===== config.mk =====
export PLATFORM = sky130hd
export DESIGN_NAME = pipe_sink
export DESIGN_NICKNAME = d
export VERILOG_FILES = /design/src/rtl/pipe_sink_pkg.sv /design/src/rtl/pipe_sink_addr_gen.sv /design/src/rtl/pipe_sink.sv
export SDC_FILE = /design/constraint.sdc
export NUM_CORES = 1
export LEC_CHECK = 0
export ABC_CLOCK_PERIOD_IN_PS = 2620
export BUFFER_PORTS_ARGS = -buffer_cell sky130_fd_sc_hd__buf_2
export CAP_MARGIN = 20
export CORE_MARGIN = 3
export CORE_UTILIZATION = 50
export CTS_CLUSTER_DIAMETER = 30
export DETAILED_ROUTE_END_ITERATION = 8
export GPL_TIMING_DRIVEN = 0
export PLACE_DENSITY_LB_ADDON = 0.1
export SYNTH_ARGS = -nofsm -noshare
export SYNTH_HDL_FRONTEND = slang
export SYNTH_SLANG_ARGS = --single-unit

===== constraint.sdc =====
create_clock -name clk -period 2.62 [get_ports clk]
set_clock_uncertainty 0.2 [all_clocks]
set_input_delay 0.524 -clock clk [delete_from_list [all_inputs] [get_ports clk]]
set_output_delay 0.524 -clock clk [all_outputs]
set_load 0.01 [all_outputs]

===== src/rtl/pipe_sink_pkg.sv =====
// pipe_sink shared types: FSM state enum and default widths.
// Imported by pipe_sink and pipe_sink_addr_gen.
package pipe_sink_pkg;

    localparam int DEF_DATA_WIDTH  = 8;
    localparam int DEF_ADDR_WIDTH  = 4;
    localparam int DEF_FILTER_BITS = 2;

    typedef enum logic [1:0] {
        IDLE    = 2'd0,
        COLLECT = 2'd1,
        DONE    = 2'd2
    } state_t;

endpackage


===== src/rtl/pipe_sink_addr_gen.sv =====
// pipe_sink word/filter counters with wrap and slot-full tracking.
// word_idx saturates at max; a further non-closing beat has no slot.
module pipe_sink_addr_gen
    import pipe_sink_pkg::*;
#(
    parameter int ADDR_WIDTH  = DEF_ADDR_WIDTH,
    parameter int FILTER_BITS = DEF_FILTER_BITS
) (
    input  logic                   clk,
    input  logic                   rst,
    input  logic                   clear,
    input  logic                   write,
    input  logic                   co_filter,
    output logic [ADDR_WIDTH-1:0]  word_idx,
    output logic [FILTER_BITS-1:0] filter_idx,
    output logic                   full,
    output logic                   at_max_next
);

    localparam logic [ADDR_WIDTH-1:0]  W_MAX = '1;
    localparam logic [ADDR_WIDTH-1:0]  W_ONE = 1;
    localparam logic [FILTER_BITS-1:0] F_ONE = 1;

    logic [ADDR_WIDTH-1:0]  word_next;
    logic [FILTER_BITS-1:0] filt_next;
    logic                   full_next;

    // Next counter values: clear zeroes, a write advances or wraps.
    always_comb begin
        word_next = word_idx;
        filt_next = filter_idx;
        full_next = full;
        if (clear) begin
            word_next = '0;
            filt_next = '0;
            full_next = 1'b0;
        end else if (write) begin
            if (co_filter) begin
                word_next = '0;
                filt_next = filter_idx + F_ONE;
                full_next = 1'b0;
            end else if (word_idx == W_MAX) begin
                full_next = 1'b1;
            end else begin
                word_next = word_idx + W_ONE;
            end
        end
    end

    // Counter registers with synchronous reset.
    always_ff @(posedge clk) begin
        if (rst) begin
            word_idx   <= '0;
            filter_idx <= '0;
            full       <= 1'b0;
        end else begin
            word_idx   <= word_next;
            filter_idx <= filt_next;
            full       <= full_next;
        end
    end

    assign at_max_next = (word_next == W_MAX);

endmodule


===== src/rtl/pipe_sink.sv =====
// pipe_sink: writes pipeline beats into a filter-slotted buffer.
// Optional macro PIPE_SINK_OVF_EN adds a sticky ovf output.
module pipe_sink
    import pipe_sink_pkg::*;
#(
    parameter int DATA_WIDTH  = DEF_DATA_WIDTH,
    parameter int ADDR_WIDTH  = DEF_ADDR_WIDTH,
    parameter int FILTER_BITS = DEF_FILTER_BITS
) (
    input  logic                              clk,
    input  logic                              rst,
    input  logic                              stall_in,
    input  logic                              done_in,
    input  logic                              co_filter,
    input  logic [DATA_WIDTH-1:0]             in,
    input  logic                              clear,
`ifdef PIPE_SINK_OVF_EN
    output logic                              ovf,
`endif
    output logic                              wr_en,
    output logic [FILTER_BITS+ADDR_WIDTH-1:0] wr_addr,
    output logic [DATA_WIDTH-1:0]             wr_data,
    output logic [FILTER_BITS-1:0]            filter_idx,
    output logic                              stall_req,
    output logic                              done_out
);

    state_t                state;
    state_t                state_next;
    logic [ADDR_WIDTH-1:0] word_idx;
    logic                  full;
    logic                  at_max_next;
    logic                  valid;
    logic                  live;
    logic                  drop;
    logic                  write;

    assign valid = !stall_in && !clear;
    assign live  = valid && (state != DONE);
    assign drop  = live && full && !co_filter;
    assign write = live && !(full && !co_filter);

    pipe_sink_addr_gen #(
        .ADDR_WIDTH  (ADDR_WIDTH),
        .FILTER_BITS (FILTER_BITS)
    ) u_addr_gen (
        .clk         (clk),
        .rst         (rst),
        .clear       (clear),
        .write       (write),
        .co_filter   (co_filter),
        .word_idx    (word_idx),
        .filter_idx  (filter_idx),
        .full        (full),
        .at_max_next (at_max_next)
    );

    // FSM state register.
    always_ff @(posedge clk) begin
        if (rst) begin
            state <= IDLE;
        end else begin
            state <= state_next;
        end
    end

    // Next state: written beats move forward, clear always returns to IDLE.
    always_comb begin
        state_next = state;
        unique case (state)
            IDLE: begin
                if (write) begin
                    state_next = done_in ? DONE : COLLECT;
                end
            end
            COLLECT: begin
                if (write && done_in) begin
                    state_next = DONE;
                end
            end
            DONE: begin
                state_next = DONE;
            end
            default: begin
                state_next = IDLE;
            end
        endcase
        if (clear) begin
            state_next = IDLE;
        end
    end

    // Registered write port and backpressure, one cycle after the beat.
    always_ff @(posedge clk) begin
        if (rst) begin
            wr_en     <= 1'b0;
            wr_addr   <= '0;
            wr_data   <= '0;
            stall_req <= 1'b0;
        end else begin
            wr_en     <= write;
            stall_req <= at_max_next;
            if (write) begin
                wr_addr <= {filter_idx, word_idx};
                wr_data <= in;
            end
        end
    end

    assign done_out = (state == DONE);

`ifdef PIPE_SINK_OVF_EN
    // Sticky overflow flag, set when a beat finds no free slot.
    always_ff @(posedge clk) begin
        if (rst || clear) begin
            ovf <= 1'b0;
        end else if (drop) begin
            ovf <= 1'b1;
        end
    end
`else
    logic unused_drop;
    assign unused_drop = drop;
`endif

endmodule


==> results.txt <==
Core ar. = 2060 um2
Endpoint kind of the worst setup timing path = register
Number of buffers created by CTS = 3
Worst Hold Margin = 228 ps
Maximum buffer depth of the clock tree = 2
Switching power = 0.173 mW
R2R cell count = 8
Share of power burned in the clock network = 25.0%
Cells on Worst Hold Path = 3
Post-synthesis instance total = 133
TritonCTS clock tree = yes
Most used cells in the layout excluding fill and tap cells = 34 x buf_2, 29 x nand2_1, 25 x dfxtp_1
Net Sw Frac = 25.9%
Iteration count of the initial detailed-routing pass = 4
Global-route wire length before repair = 4000 um
Number of hold-repair buffers added at the cts stage = 0
Net count reported at finish = 188
Yosys synthesis warning count = 0
Achievable Freq = 0.453 GHz
Port-buffer cells = 31
DIE WIDTH = 53.9 um
Slew Viols, Final = 0
Post-synthesis register bit count = 25
Vias per cell = 5.26
Worst vdd ir = 0.000395 V
Clock transition at the register clock pins on the worst setup and hold paths after CTS = 120 ps
Power Total = 0.668 mW
Number of remaining DRC errors = 0
Hold crit path type = in2reg
Critical path peak fanout = 10
Share of the synthesized area in the top cell type = 43.6%
Cell repeated most along the worst path = nand2_1
Effective utilization at floorplan = 55.6%
Overall fraction of global-route tracks in use = 19.4%
Vias post-DR = 1,026
Sum of negative setup slack = 0 ps
Worst path arrival time = 2210 ps
Antenna violations before repair = 0
Antenna-violating nets left = 0
Maximum number of pins on one net before global-route repair = 14
Minimum clock period after layout = 2210 ps
Part of the total power dissipated in sequential elements = 59.8%
Worst stage delay on the critical path = 400 ps
Worst skew pair latency = 310 ps
Comb power frac = 15.3%
Max-Slew Margin vs Limit = 70.7%
Slowest cell on the critical path = dfxtp_1
Share of the cycle needed by the critical path after routing = 84.2%
DP Wirelength = 1820 um
Data required time of the critical path = 2620 ps
Fraction of met2 tracks used by global routing = 28.2%
Mean Syn Cell Area = 8.63 um2
Total wire length = 2380 um
Antenna Diode Count = 0
Cell taking the most area after synthesis = dfxtp_1
Post-cts gate resize count = 0
Met1 routing resource usage after global routing = 26.1%
Summed instance area of the synthesized netlist = 1150 um2
Post-CTS setup-driven buffer insertion count = 0
Status = finished clean
Share of final-layout standard cells stronger than drive strength 1 = 26.8%
H-tree depth = 1
Ports = 33
Largest cells by area after synthesis = dfxtp_1 44%, nand2_1 9.5%, a21oi_1 8.7%, ha_1 5.5%, buf_6 2.9%
Share of the yosys chip area belonging to registers = 43.6%
Power density of the placed cells = 490 nW/um2
Nature of the critical path startpoint = register
Number of clock sinks = 25
Most common cell after layout, fill and taps aside = buf_2
Global route overflow = 0
Number of DRC markers in iteration 0 = 17
Vertical die dimension = 53.9 um
Count of cell types in the netlist = 32
Clock root cell = clkbuf_4
Filler Cell Count = 188
Met3 Resource Use GR = 5.82%
Final Hold Fails = 0
Ordered cell list for the critical path = inv_1, ha_1, nor3_2, buf_2, nand2_1, clkbuf_1, nand2_1, a21oi_1
Pint = 0.495 mW
Setup-violating endpoint count in the final report = 0
Slew at the pin with the worst max-slew slack = 440 ps
Max-cap viol count = 0
Category of the most critical setup path = reg2reg
Area enclosed by the die boundary = 2910 um2
RD Place Congestion = 0.910
Layout overhead on the synthesized area = 18.8%
Detail-routed net length per standard cell = 12.2 um
Floorplan row count = 16
Leakage power summed over all cells = 0.595 nW
Via count of the first global-routing pass = 884
Busiest grt layer = met2
Number of nets in the synthesized netlist = 152
RSZ-0062 raised after global routing = false
flip-flops by register name, indices dropped and copies added, names as in the netlist:
| signal | cells |
|---|---|
| wr_en | 1 |
| stall_req | 1 |
| state | 2 |
| wr_addr | 6 |
| u_addr_gen.filter_idx | 2 |
| u_addr_gen.word_idx | 4 |
| u_addr_gen.full | 1 |
| wr_data | 8 |
per-stage QoR:
stage	setup slack [ps]	instances	utilization (%)	area, um2
floorplan	698	133	-	1150
global route	150	195	66.1	1360
CTS	395	195	66.1	1360
detailed placement	428	191	64.8	1340
global placement	500	191	64.8	1340
finish	413	195	66.1	1360
power by group through the flow:
stage	clock (mW)	combinational, mW	sequential, mW
3_3_place_gp	0	0.0987	0.407
3_5_place_dp	0	0.102	0.408
4_1_cts	0.177	0.103	0.399
6_report	0.167	0.102	0.399
5_1_grt	0.192	0.115	0.401
2_1_floorplan	0	0.0640	0.411
layout make-up:
class	count	area [um2]	share of cell area, %
multi-input cells	96	576	42.2
flip-flops and latches	25	500	36.7
repair buffers	31	155	11.4
plain buffers	8	56.3	4.13
well taps	27	33.8	2.48
clock buffers	4	26.3	1.93
inverters	4	15.0	1.10
metal layers:
metal / up-vias / routed length (um) / share of wire (%)
li1: 525 / - / -
met1: 467 / 1110 / 46
met4: 0 / 38 / 1.6
met3: 5 / 133 / 5.6
met2: 29 / 1100 / 46
met5: - / 0 / 0
final timing paths:
path / from / end / slack [ps]
max reg2reg: state[0] / wr_addr[4] / 410
min reg2reg: wr_addr[3] / wr_addr[3] / 260
max: state[0] / wr_addr[4] / 410
min: in[2] / wr_data[2] / 230
synthesized netlist by cell type:
cell type   n
buf_2       3
a211oi_4    1
nand2_1    29
inv_1       4
and3_1      4
o21ai_0     1
or2_1       1
nor2_1      7
ha_1        5
nor3_1      3
nor4b_1     1
mux2i_1     1
xnor2_1     1
nor4b_2     1
a31o_1      1
buf_6       3
nor3_2      1
o211ai_1    2
a21oi_1    20
o2bb2a_4    1
a31oi_1     1
and2_4      1
dfxtp_1    25
nand3_1     5
xor2_1      3
clkbuf_1    2
a32oi_1     1
and2_1      1
a21boi_0    1
o221ai_1    1
nand2b_1    1
or3_1       1
cells by family (layout without fill, tap and decap cells):
kind of cell | count (synthesis) | in the layout | synth area share, %
mux | 1 | 1 | 0.872
xor+xnor | 4 | 4 | 3.05
fa+ha+maj | 5 | 5 | 5.45
flops | 25 | 25 | 43.6
compound gates | 30 | 30 | 17.4
buf+inv | 12 | 47 | 6.22
simple gates | 56 | 56 | 23.3
worst max-delay path, delay by kind of cell, from the launching register on:
kind	cells	cell delay (ps)
DFF	1	400
and+or+nand+nor	3	560
adders and majority gates	1	250
buffers and inverters	3	610
AOI/OAI and AO/OA	1	70
No activity file was read; power rests on OpenSTA's default activity.
